==> src/rtl/hit_detect_scanner_pkg.sv <==
// Shared game constants: position format, screen limits, sprite sizes, slot counts.
package hit_detect_scanner_pkg;

  localparam int unsigned POS_W = 19;
  localparam int unsigned X_W   = 10;
  localparam int unsigned Y_W   = 9;
  localparam int unsigned X_LSB = 9;

  localparam int unsigned MAX_ENEMY         = 15;
  localparam int unsigned MAX_PLAYER_BULLET = 15;
  localparam int unsigned MAX_ENEMY_BULLET  = 31;

  localparam int unsigned PB_IDX_W = $clog2(MAX_PLAYER_BULLET);
  localparam int unsigned EB_IDX_W = $clog2(MAX_ENEMY_BULLET);

  localparam int unsigned SCREEN_H = 480;
  localparam logic [Y_W-1:0] SCREEN_H_Y = Y_W'(SCREEN_H);

  localparam int unsigned ENEMY_W  = 32;
  localparam int unsigned ENEMY_H  = 24;
  localparam int unsigned PLAYER_W = 20;
  localparam int unsigned PLAYER_H = 16;
  localparam int unsigned BULLET_W = 4;
  localparam int unsigned BULLET_H = 8;

  typedef enum logic [1:0] {
    ST_IDLE,
    ST_SCAN_PB,
    ST_SCAN_EB,
    ST_DONE
  } scan_state_t;

  function automatic logic [X_W-1:0] pos_x(input logic [POS_W-1:0] p);
    return p[POS_W-1:X_LSB];
  endfunction

  function automatic logic [Y_W-1:0] pos_y(input logic [POS_W-1:0] p);
    return p[Y_W-1:0];
  endfunction

endpackage

==> src/rtl/hit_detect_scanner_aabb_overlap.sv <==
// Strict axis-aligned box overlap between sprite A and sprite B (top-left positions).
module aabb_overlap
  import hit_detect_scanner_pkg::*;
#(
  parameter int unsigned AW = 4,
  parameter int unsigned AH = 8,
  parameter int unsigned BW = 32,
  parameter int unsigned BH = 24
) (
  input  logic [POS_W-1:0] pos_a,
  input  logic [POS_W-1:0] pos_b,
  output logic             hit
);

  localparam logic [X_W:0] AW_X = (X_W+1)'(AW);
  localparam logic [X_W:0] BW_X = (X_W+1)'(BW);
  localparam logic [Y_W:0] AH_Y = (Y_W+1)'(AH);
  localparam logic [Y_W:0] BH_Y = (Y_W+1)'(BH);

  logic [X_W:0] ax, bx;
  logic [Y_W:0] ay, by;

  // One extra bit on each axis so position+size never wraps.
  always_comb begin
    ax  = {1'b0, pos_x(pos_a)};
    bx  = {1'b0, pos_x(pos_b)};
    ay  = {1'b0, pos_y(pos_a)};
    by  = {1'b0, pos_y(pos_b)};
    hit = (ax < (bx + BW_X)) && (bx < (ax + AW_X)) &&
          (ay < (by + BH_Y)) && (by < (ay + AH_Y));
  end

endmodule

==> src/rtl/hit_detect_scanner.sv <==
// Frame collision/cull scanner: snapshots game state, walks player bullets then
// enemy bullets one per cycle, and produces kill/clear masks for the next update.
module hit_detect_scanner
  import hit_detect_scanner_pkg::*;
(
  input  logic                                i_Clk,
  input  logic                                i_Rst,
  input  logic                                i_fStart,
  input  logic                                i_PlayerState,
  input  logic [POS_W-1:0]                    i_PlayerPosition,
  input  logic [MAX_ENEMY-1:0]                i_EnemyState,
  input  logic [POS_W*MAX_ENEMY-1:0]          i_EnemyPosition,
  input  logic [MAX_PLAYER_BULLET-1:0]        i_PlayerBulletState,
  input  logic [POS_W*MAX_PLAYER_BULLET-1:0]  i_PlayerBulletPos,
  input  logic [MAX_ENEMY_BULLET-1:0]         i_EnemyBulletState,
  input  logic [POS_W*MAX_ENEMY_BULLET-1:0]   i_EnemyBulletPos,
  output logic                                o_Busy,
  output logic                                o_fDone,
  output logic [MAX_ENEMY-1:0]                o_EnemyKill,
  output logic [MAX_PLAYER_BULLET-1:0]        o_PlayerBulletClear,
  output logic [MAX_ENEMY_BULLET-1:0]         o_EnemyBulletClear,
  output logic                                o_PlayerHit,
  output logic [3:0]                          o_KillCnt
);

  scan_state_t state;

  logic                               snap_player_state;
  logic [POS_W-1:0]                   snap_player_pos;
  logic [MAX_ENEMY-1:0]               snap_enemy_state;
  logic [POS_W*MAX_ENEMY-1:0]         snap_enemy_pos;
  logic [MAX_PLAYER_BULLET-1:0]       snap_pb_state;
  logic [POS_W*MAX_PLAYER_BULLET-1:0] snap_pb_pos;
  logic [MAX_ENEMY_BULLET-1:0]        snap_eb_state;
  logic [POS_W*MAX_ENEMY_BULLET-1:0]  snap_eb_pos;

  logic [PB_IDX_W-1:0] pb_idx;
  logic [EB_IDX_W-1:0] eb_idx;

  logic [POS_W-1:0]     pb_pos, eb_pos;
  logic                 pb_exists, pb_off, eb_exists, eb_off;
  logic [MAX_ENEMY-1:0] enemy_overlap, enemy_cand, kill_sel;
  logic                 any_kill, eb_player_overlap;
  logic                 found;

  assign pb_pos = snap_pb_pos[POS_W*pb_idx +: POS_W];
  assign eb_pos = snap_eb_pos[POS_W*eb_idx +: POS_W];

  for (genvar g = 0; g < MAX_ENEMY; g++) begin : g_pb_vs_enemy
    aabb_overlap #(
      .AW(BULLET_W), .AH(BULLET_H), .BW(ENEMY_W), .BH(ENEMY_H)
    ) u_pb_enemy (
      .pos_a(pb_pos),
      .pos_b(snap_enemy_pos[POS_W*g +: POS_W]),
      .hit  (enemy_overlap[g])
    );
  end

  aabb_overlap #(
    .AW(BULLET_W), .AH(BULLET_H), .BW(PLAYER_W), .BH(PLAYER_H)
  ) u_eb_player (
    .pos_a(eb_pos),
    .pos_b(snap_player_pos),
    .hit  (eb_player_overlap)
  );

  // Current-slot classification and lowest-index live-enemy selection.
  always_comb begin
    pb_exists  = snap_pb_state[pb_idx];
    pb_off     = pos_y(pb_pos) >= SCREEN_H_Y;
    eb_exists  = snap_eb_state[eb_idx];
    eb_off     = pos_y(eb_pos) >= SCREEN_H_Y;
    enemy_cand = enemy_overlap & snap_enemy_state & ~o_EnemyKill;
    kill_sel   = '0;
    found      = 1'b0;
    for (int unsigned i = 0; i < MAX_ENEMY; i++) begin
      if (enemy_cand[i] && !found) begin
        kill_sel[i] = 1'b1;
        found       = 1'b1;
      end
    end
    any_kill = found;
  end

  // Scan sequencer with registered masks, counters and handshake outputs.
  always_ff @(posedge i_Clk or negedge i_Rst) begin
    if (!i_Rst) begin
      state               <= ST_IDLE;
      pb_idx              <= '0;
      eb_idx              <= '0;
      snap_player_state   <= 1'b0;
      snap_player_pos     <= '0;
      snap_enemy_state    <= '0;
      snap_enemy_pos      <= '0;
      snap_pb_state       <= '0;
      snap_pb_pos         <= '0;
      snap_eb_state       <= '0;
      snap_eb_pos         <= '0;
      o_Busy              <= 1'b0;
      o_fDone             <= 1'b0;
      o_EnemyKill         <= '0;
      o_PlayerBulletClear <= '0;
      o_EnemyBulletClear  <= '0;
      o_PlayerHit         <= 1'b0;
      o_KillCnt           <= '0;
    end else begin
      case (state)
        ST_IDLE: begin
          o_fDone <= 1'b0;
          if (i_fStart) begin
            snap_player_state   <= i_PlayerState;
            snap_player_pos     <= i_PlayerPosition;
            snap_enemy_state    <= i_EnemyState;
            snap_enemy_pos      <= i_EnemyPosition;
            snap_pb_state       <= i_PlayerBulletState;
            snap_pb_pos         <= i_PlayerBulletPos;
            snap_eb_state       <= i_EnemyBulletState;
            snap_eb_pos         <= i_EnemyBulletPos;
            o_EnemyKill         <= '0;
            o_PlayerBulletClear <= '0;
            o_EnemyBulletClear  <= '0;
            o_PlayerHit         <= 1'b0;
            o_KillCnt           <= '0;
            pb_idx              <= '0;
            eb_idx              <= '0;
            o_Busy              <= 1'b1;
            state               <= ST_SCAN_PB;
          end
        end
        ST_SCAN_PB: begin
          if (pb_exists) begin
            if (pb_off) begin
              o_PlayerBulletClear[pb_idx] <= 1'b1;
            end else if (any_kill) begin
              o_EnemyKill                 <= o_EnemyKill | kill_sel;
              o_PlayerBulletClear[pb_idx] <= 1'b1;
              o_KillCnt                   <= o_KillCnt + 4'd1;
            end
          end
          if (pb_idx == PB_IDX_W'(MAX_PLAYER_BULLET - 1)) begin
            pb_idx <= '0;
            state  <= ST_SCAN_EB;
          end else begin
            pb_idx <= pb_idx + 1'b1;
          end
        end
        ST_SCAN_EB: begin
          if (eb_exists) begin
            if (eb_off) begin
              o_EnemyBulletClear[eb_idx] <= 1'b1;
            end else if (snap_player_state && eb_player_overlap) begin
              o_EnemyBulletClear[eb_idx] <= 1'b1;
              o_PlayerHit                <= 1'b1;
            end
          end
          if (eb_idx == EB_IDX_W'(MAX_ENEMY_BULLET - 1)) begin
            eb_idx  <= '0;
            o_fDone <= 1'b1;
            state   <= ST_DONE;
          end else begin
            eb_idx <= eb_idx + 1'b1;
          end
        end
        ST_DONE: begin
          o_fDone <= 1'b0;
          o_Busy  <= 1'b0;
          state   <= ST_IDLE;
        end
        default: state <= ST_IDLE;
      endcase
    end
  end

endmodule
==> config.mk <==
export PLATFORM = sky130hd
export DESIGN_NAME = hit_detect_scanner
export DESIGN_NICKNAME = d
export VERILOG_FILES = /design/src/rtl/hit_detect_scanner_pkg.sv /design/src/rtl/hit_detect_scanner_aabb_overlap.sv /design/src/rtl/hit_detect_scanner.sv
export SDC_FILE = /design/constraint.sdc
export NUM_CORES = 2
export LEC_CHECK = 0
export CAP_MARGIN = 0
export CORE_AREA = 2 2 510 512
export CTS_CLUSTER_SIZE = 28
export DETAILED_ROUTE_END_ITERATION = 16
export DIE_AREA = 0 0 512 514
export SETUP_SLACK_MARGIN = 0.2
export SYNTH_ARGS = -nofsm -noshare
export SYNTH_HDL_FRONTEND = slang
export SYNTH_SLANG_ARGS = --single-unit
==> constraint.sdc <==
create_clock -name i_Clk -period 6.2 [get_ports i_Clk]
set_input_delay 1.86 -clock i_Clk [delete_from_list [all_inputs] [get_ports i_Clk]]
set_output_delay 1.86 -clock i_Clk [all_outputs]
set_load 0.01 [all_outputs]
* Word-level counts from Yosys, hierarchy flattened
Index checks and enable logic that the tools add are counted.
Word-level totals: register bits 1319, bits in latches 0, memory bits (writable) 0, bits in read-only memories 0, logic and storage cells 322, memories kept 0
Cells by class: add/subtract/negate cells 39, multipliers 2, divide/modulo/power cells 0, magnitude comparators 70, equal/unequal tests 16, shift operators 2, multiplexer cells 74, bitwise operators 6, reduce and logical (&&, ||, !) cells 95
Operators with widths (number):
- variable part select 589 x 11 -> 19 bit | 1
- < comparator 10 x 11 -> 1 bit | 32
- < comparator 9 x 10 -> 1 bit | 32
- variable part select 285 x 10 -> 19 bit | 1
- adder 10 x 6 -> 11 bit (second input constant) | 15
- adder 9 x 5 -> 10 bit (second input constant) | 16
- two-way mux 31 bit | 4
- two-way mux 15 bit | 7
- logical AND 1 bit | 65
- one-hot mux 31 bit (2 select lines) | 1
- one-hot mux 15 bit (2 select lines) | 2
- two-way mux 1 bit | 39
- OR 31 bit | 1
- bitwise AND 15 bit | 2
- OR 15 bit | 2
- adder 10 x 3 -> 11 bit (second input constant) | 2
- adder 9 x 4 -> 10 bit (second input constant) | 2
- two-way mux 4 bit | 5
- greater-or-equal comparator 9 bit (second input constant) | 2
- inequality test 2 bit (second input constant) | 9
- one-hot mux 4 bit (2 select lines) | 2
- NOT 15 bit | 1
- zero test 1 bit | 14
- adder 10 x 5 -> 11 bit (second input constant) | 1
- other kinds (29) | 46

* Logic depth before layout (Yosys ltp)
depth after elaboration 57, gate-level depth with buffers 29, depth with buffers taken out 21

* By module
Synthesis repeated with hierarchy kept, for this count alone.
Unflattened totals: cell total of the unflattened synthesis 8606, area, all modules 75658.8 µm²
Modules (own cells, without submodules):
- hit_detect_scanner | times used 1, cells each 6280, area each 57530.2 µm²
- aabb_overlap at g_pb_vs_enemy[1].u_pb_enemy ... | times used 9, cells each 149, area each 1134.8 µm²
- aabb_overlap at g_pb_vs_enemy[0].u_pb_enemy ... | times used 6, cells each 140, area each 1129.8 µm²
- aabb_overlap at u_eb_player | times used 1, cells each 145, area each 1136.1 µm²

* Least setup slack after synthesis
Ideal clock, no wire load.
kind reg2reg, start point reg pb_idx[0], end point reg o_PlayerBulletClear[10], library setup time 119 ps, data arrival time 6725 ps, path slack -644 ps, cell stages (with the launch flop) 26, buffers on the path 8, period minus slack after synthesis 6844 ps, cell sequence dfrtp_1 > buf_6 > buf_8 > buf_8 > buf_2 > buf_2 > buf_2 > buf_1 > mux4_2 > mux4_2 > ha_1 > and3_1 > xnor2_1 > ha_1 > nand4_1 > nor2_1 > o21a_1 > a2111oi_0 > o311a_1 > o211ai_1 > nor3_1 > or3_4 > or4_4 > o31ai_4 > buf_6 > o21ai_2
Between the ends: word-level cells in the longest chain between the ends 54
RTL lines:
- from (decl) | line hit_detect_scanner.sv:37 | logic [PB_IDX_W-1:0] pb_idx;
- from (signal assigned) | line hit_detect_scanner.sv:144 | pb_idx <= pb_idx + 1'b1;
- multiplier 5 x 4 -> 9 bit | line hit_detect_scanner.sv:46 | assign pb_pos = snap_pb_pos[POS_W*pb_idx +: POS_W];
- variable part select 285 x 10 -> 19 bit | line hit_detect_scanner.sv:46
- adder 10 x 3 -> 11 bit | line hit_detect_scanner_aabb_overlap.sv:29 | hit = (ax < (bx + BW_X)) && (bx < (ax + AW_X)) &&
- < comparator 10 x 11 -> 1 bit | line hit_detect_scanner_aabb_overlap.sv:29
- logical AND 1 bit (2 in series) | line hit_detect_scanner_aabb_overlap.sv:29
- logical AND 1 bit | line hit_detect_scanner_aabb_overlap.sv:30 | (ay < (by + BH_Y)) && (by < (ay + AH_Y));
- bitwise AND 15 bit (2 in series) | line hit_detect_scanner.sv:73 | enemy_cand = enemy_overlap & snap_enemy_state & ~o_EnemyKill;
- two-way mux 1 bit | line hit_detect_scanner.sv:77 | if (enemy_cand[i] && !found) begin
- [36 not listed]
- zero test 1 bit | line hit_detect_scanner.sv:77
- logical AND 1 bit | line hit_detect_scanner.sv:77
- two-way mux 1 bit | line hit_detect_scanner.sv:77
- zero test 1 bit | line hit_detect_scanner.sv:77
- logical AND 1 bit | line hit_detect_scanner.sv:77
- two-way mux 1 bit | line hit_detect_scanner.sv:77
- inequality test 3 bit (no source line)
- AND reduction 4 bit (no source line)
- to (signal assigned) | line hit_detect_scanner.sv:102 | o_PlayerBulletClear <= '0;
- to (signal assigned) | line hit_detect_scanner.sv:120 | o_PlayerBulletClear <= '0;
- to (signal, indexed assignment) | line hit_detect_scanner.sv:133 | o_PlayerBulletClear[pb_idx] <= 1'b1;
- to (decl) | line hit_detect_scanner.sv:20 | output logic [MAX_PLAYER_BULLET-1:0] o_PlayerBulletClear,
Parallel ways exist; a longest one is shown, timed or not. The select of a mux whose other input is x is not followed. A chain may end at the register's enable or synchronous reset.

* Worst setup path after layout
start point reg pb_idx[0], end point reg o_KillCnt[2]
Between the ends: word-level cells in the longest chain between the ends 54
RTL lines:
- multiplier 5 x 4 -> 9 bit | line hit_detect_scanner.sv:46
- variable part select 285 x 10 -> 19 bit | line hit_detect_scanner.sv:46
- adder 10 x 3 -> 11 bit | line hit_detect_scanner_aabb_overlap.sv:29
- < comparator 10 x 11 -> 1 bit | line hit_detect_scanner_aabb_overlap.sv:29
- logical AND 1 bit (2 in series) | line hit_detect_scanner_aabb_overlap.sv:29
- logical AND 1 bit | line hit_detect_scanner_aabb_overlap.sv:30
- bitwise AND 15 bit (2 in series) | line hit_detect_scanner.sv:73
- two-way mux 1 bit | line hit_detect_scanner.sv:77
- [36 not listed]
- zero test 1 bit | line hit_detect_scanner.sv:77
- logical AND 1 bit | line hit_detect_scanner.sv:77
- two-way mux 1 bit | line hit_detect_scanner.sv:77
- zero test 1 bit | line hit_detect_scanner.sv:77
- logical AND 1 bit | line hit_detect_scanner.sv:77
- two-way mux 1 bit | line hit_detect_scanner.sv:77
- inequality test 2 bit (no source line)
- AND reduction 5 bit (no source line) (*)
- to (signal assigned) | line hit_detect_scanner.sv:137 | o_KillCnt <= o_KillCnt + 4'd1;
- to (decl) | line hit_detect_scanner.sv:23 | output logic [3:0] o_KillCnt
Every way passes the cells marked *; elsewhere a longest branch is shown, timed or not. The select of a mux whose other input is x is not followed.

==> impl_metrics.json <==
{
  "synthArstFlopShare_pct": 100,
  "p_seq_share_pct": 28.8,
  "fp.dieArea_um2": 263000,
  "internal-power_uw": 30400,
  "cp.arrival_ns": 6.50,
  "period_share_pct": 94.3,
  "yosys.area.top_type": "dfrtp_1",
  "portBuffers": 1310,
  "multi_input_area_um2": 36800,
  "synth.net_count": 9791,
  "path_common_cell": "buf_4",
  "r2r_start": "pb_idx[0]",
  "vias": 66677,
  "cts.path.max_buffers": 3,
  "synth.area.top_cells": "dfrtp_1, nand2_1, ha_1",
  "grt_overflow": 0,
  "ant_nets": 0,
  "grt_max_degree": 214,
  "grt_pass1_vias": 66671,
  "synthCells": 8020,
  "p_per_area_nw_per_um2": 596,
  "start_util_pct": 28.0,
  "final_cell_mix": "nand2_1, dfrtp_1, clkdlybuf4s50_1",
  "cts_buffers": 159,
  "fill_cells": 25728,
  "pwr-share-clk_pct": 17.5,
  "cts.sinks": 1319,
  "clkTransAtPathRegs_ns": 0.06,
  "yosys.area.top_type_share_pct": 45.7,
  "combPwrFrac_pct": 53.7,
  "crit_chain": "buf_16, mux4_2, mux4_2, buf_4, nand3_1, xor2_2, buf_4, ha_1, or4_1, o2111ai_1, a31oi_1, a211oi_2, o2bb2ai_1, a2111oi_1, buf_4, or3_4, nor4_1, buf_4, a21oi_1, o211ai_1",
  "p_sw_uw": 26800,
  "min_period_ns": 5.85,
  "hold_end": "snap_eb_pos[219]",
  "regToRegSetupSlack_ns": 0.35,
  "syn2layout_area_growth_pct": 32.9,
  "dr.pass1.iters": 8,
  "hold_path.class": "flop to flop",
  "max-cap-violations": 0,
  "min_path_cells": 2,
  "drive_gt1_share_pct": 8.14,
  "r2r-end": "o_KillCnt[2]",
  "coreArea_um2": 258000,
  "synth_cell_types": 108,
  "setup_ws_ns": 0.355,
  "cp-end-kind": "flop",
  "dpl.hpwl_um": 288000,
  "cts_hold_buffers": 0,
  "viasPerCell": 5.17,
  "swShare_pct": 46.9,
  "rsz0062_at_grt": "yes",
  "ctsHtreeMaxLevel": 4,
  "syn_area_um2": 72200,
  "clk_latency_ns": 0.86,
  "p_total_uw": 57200,
  "cts-root-buf": "clkbuf_16",
  "instances_no_fill": 12886,
  "cts_tree": "built",
  "r2r_cells": 20,
  "hold_viol_final": 0,
  "cp_slowest_stage_delay_ns": 0.64,
  "slew_violations": 0,
  "max_clock_freq_mhz": 171,
  "mostFrequentLayoutCell": "nand2_1",
  "max-vdd-ir-drop_mv": 0.366,
  "skew_ns": 0.0928,
  "antenna_found_initial": 145,
  "min_from": "snap_eb_pos[219]",
  "ys_warn_count": 0,
  "synth_top_flop_cell": "dfrtp_1",
  "yosysSeqAreaShare_pct": 45.7,
  "globalplace.congestion": 0.994,
  "ios": 1311,
  "drt-initial-drc-count": 7355,
  "ys_seq_elements": 1319,
  "required_ns": 6.85,
  "slowest_stage": "mux4_2",
  "grt_pass1_wl_um": 508000,
  "rows": 187,
  "synth_edf_count": 0,
  "seq_area_um2": 33000,
  "drt_wl_total_um": 365000,
  "place_ws_ns": 0.0477,
  "wl_per_cell_um": 28.3,
  "post-place-cells": 12510,
  "setup.worst_path.class": "flop to flop",
  "dieHeight_um": 514,
  "drc_errors": 0,
  "die_w_um": 512,
  "syn_area_per_cell_um2": 9.00,
  "num-nets-final": 11046,
  "path_max_fanout": 26,
  "status": "finished, final reports clean",
  "final-setup-viol-count": 0,
  "worst_pin_slew_ns": 1.29,
  "power.leakage_uw": 0.0454,
  "grt_usage_pct": 27.0,
  "relSlewSlack_pct": 13.8,
  "startpoint_type": "flop",
  "final.setup.tns_ns": 0
}
[synth_stat cells (all sizes together) (13+ instances only)]
cell type	instances
o21ai	306
mux2	19
a22o	14
mux2i	86
xor2	80
a211oi	32
o21a	21
mux4	204
nand3	109
a21o	93
nor2	123
nand4	35
and4	14
o31ai	17
a21oi	149
a211o	13
inv	220
a2111oi	18
nor3	37
xnor2	52
ha	528
o221ai	15
nor4	17
dfrtp	1319
buf	82
a221oi	13
and2	13
and3	35
clkbuf	333
o2111ai	36
a31oi	33
nand2b	27
nand2	3610
o211ai	46
a32o	33
nor2b	42
[per-layer routing]
| metal | GRT usage (%) | wire (µm) |
|---|---|---|
| met5 | 0 | 561 |
| met4 | 13.0 | 19400 |
| met3 | 7.82 | 34200 |
| met2 | 40.0 | 156000 |
| met1 | 36.1 | 155000 |
[how the worst max path moves through the flow]
stage | start | to | slack, ns | cells after the start
2_1_floorplan | eb_idx[0] | o_EnemyBulletClear[24] | 0.21 | 27
3_3_place_gp | pb_idx[0] | o_EnemyKill[10] | 0.04 | 21
3_5_place_dp | pb_idx[0] | o_EnemyKill[9] | 0.05 | 20
4_1_cts | pb_idx[0] | o_PlayerBulletClear[0] | 0.20 | 21
5_1_grt | pb_idx[0] | o_KillCnt[2] | 0.20 | 20
6_report | pb_idx[0] | o_KillCnt[2] | 0.35 | 20
[stage by stage]
step           cell area, µm²  hold slack, ns  utilization, %
2_1_floorplan           72300           0.437               -
3_3_place_gp            89900           0.453            34.8
3_5_place_dp            89900           0.457            34.8
4_1_cts                 95600           0.471            37.1
5_1_grt                 95800           0.480            37.1
6_report                95900           0.466            37.2
[what timing repair did]
action / 4_1_cts / 5_1_grt
pin swaps: 0 / 0
setup endpoints to repair: 12 / 29
buffers inserted: 6 / 0
gates resized for setup: 3 / 14
[power by group through the flow]
stage	clock [µW]	combinational [µW]	sequential, µW
after global placement	0	29500	16300
after CTS	10200	30300	16300
after detailed placement	0	30000	16400
after floorplan	0	18800	14400
final	10000	30700	16400
after global routing	10500	33700	16800
[sequential cells by signal (all words and copies together), names as in the netlist, 5 cells and up]
| register | flops |
|---|---|
| snap_pb_state | 15 |
| o_EnemyBulletClear | 31 |
| snap_eb_pos | 589 |
| snap_enemy_pos | 285 |
| snap_enemy_state | 15 |
| o_EnemyKill | 15 |
| snap_pb_pos | 285 |
| snap_player_pos | 19 |
| o_PlayerBulletClear | 15 |
| snap_eb_state | 31 |
| eb_idx | 5 |
[worst max-delay path, delay by kind of cell, from the launching register on]
family	cells	cell delay (ns)
buf+inv	5	1.23
mux	2	1.16
compound gates	7	1.51
flops	1	0.53
simple gates	4	0.83
fa+ha+maj	1	0.26
xor+xnor	1	0.07
[layout make-up]
cell class / instances / area share, %
clock inverter: 69 / 1.12
inverter: 223 / 0.880
timing repair buffer: 1509 / 15.8
tap: 3402 / 4.44
sequential: 1319 / 34.4
clock buffer: 223 / 4.77
multi-input combinational: 6063 / 38.3
antenna: 78 / 0.203
[logic make-up after synthesis]
logic type / synth area share [%]
adders and majority gates: 9.29
and+or+nand+nor: 22.8
muxes: 7.91
xor gates and xnor gates: 1.63
buffers and inverters: 3.64
DFF: 45.7
AOI/OAI and AO/OA: 9.03
Power figures use the tool's default switching activity.
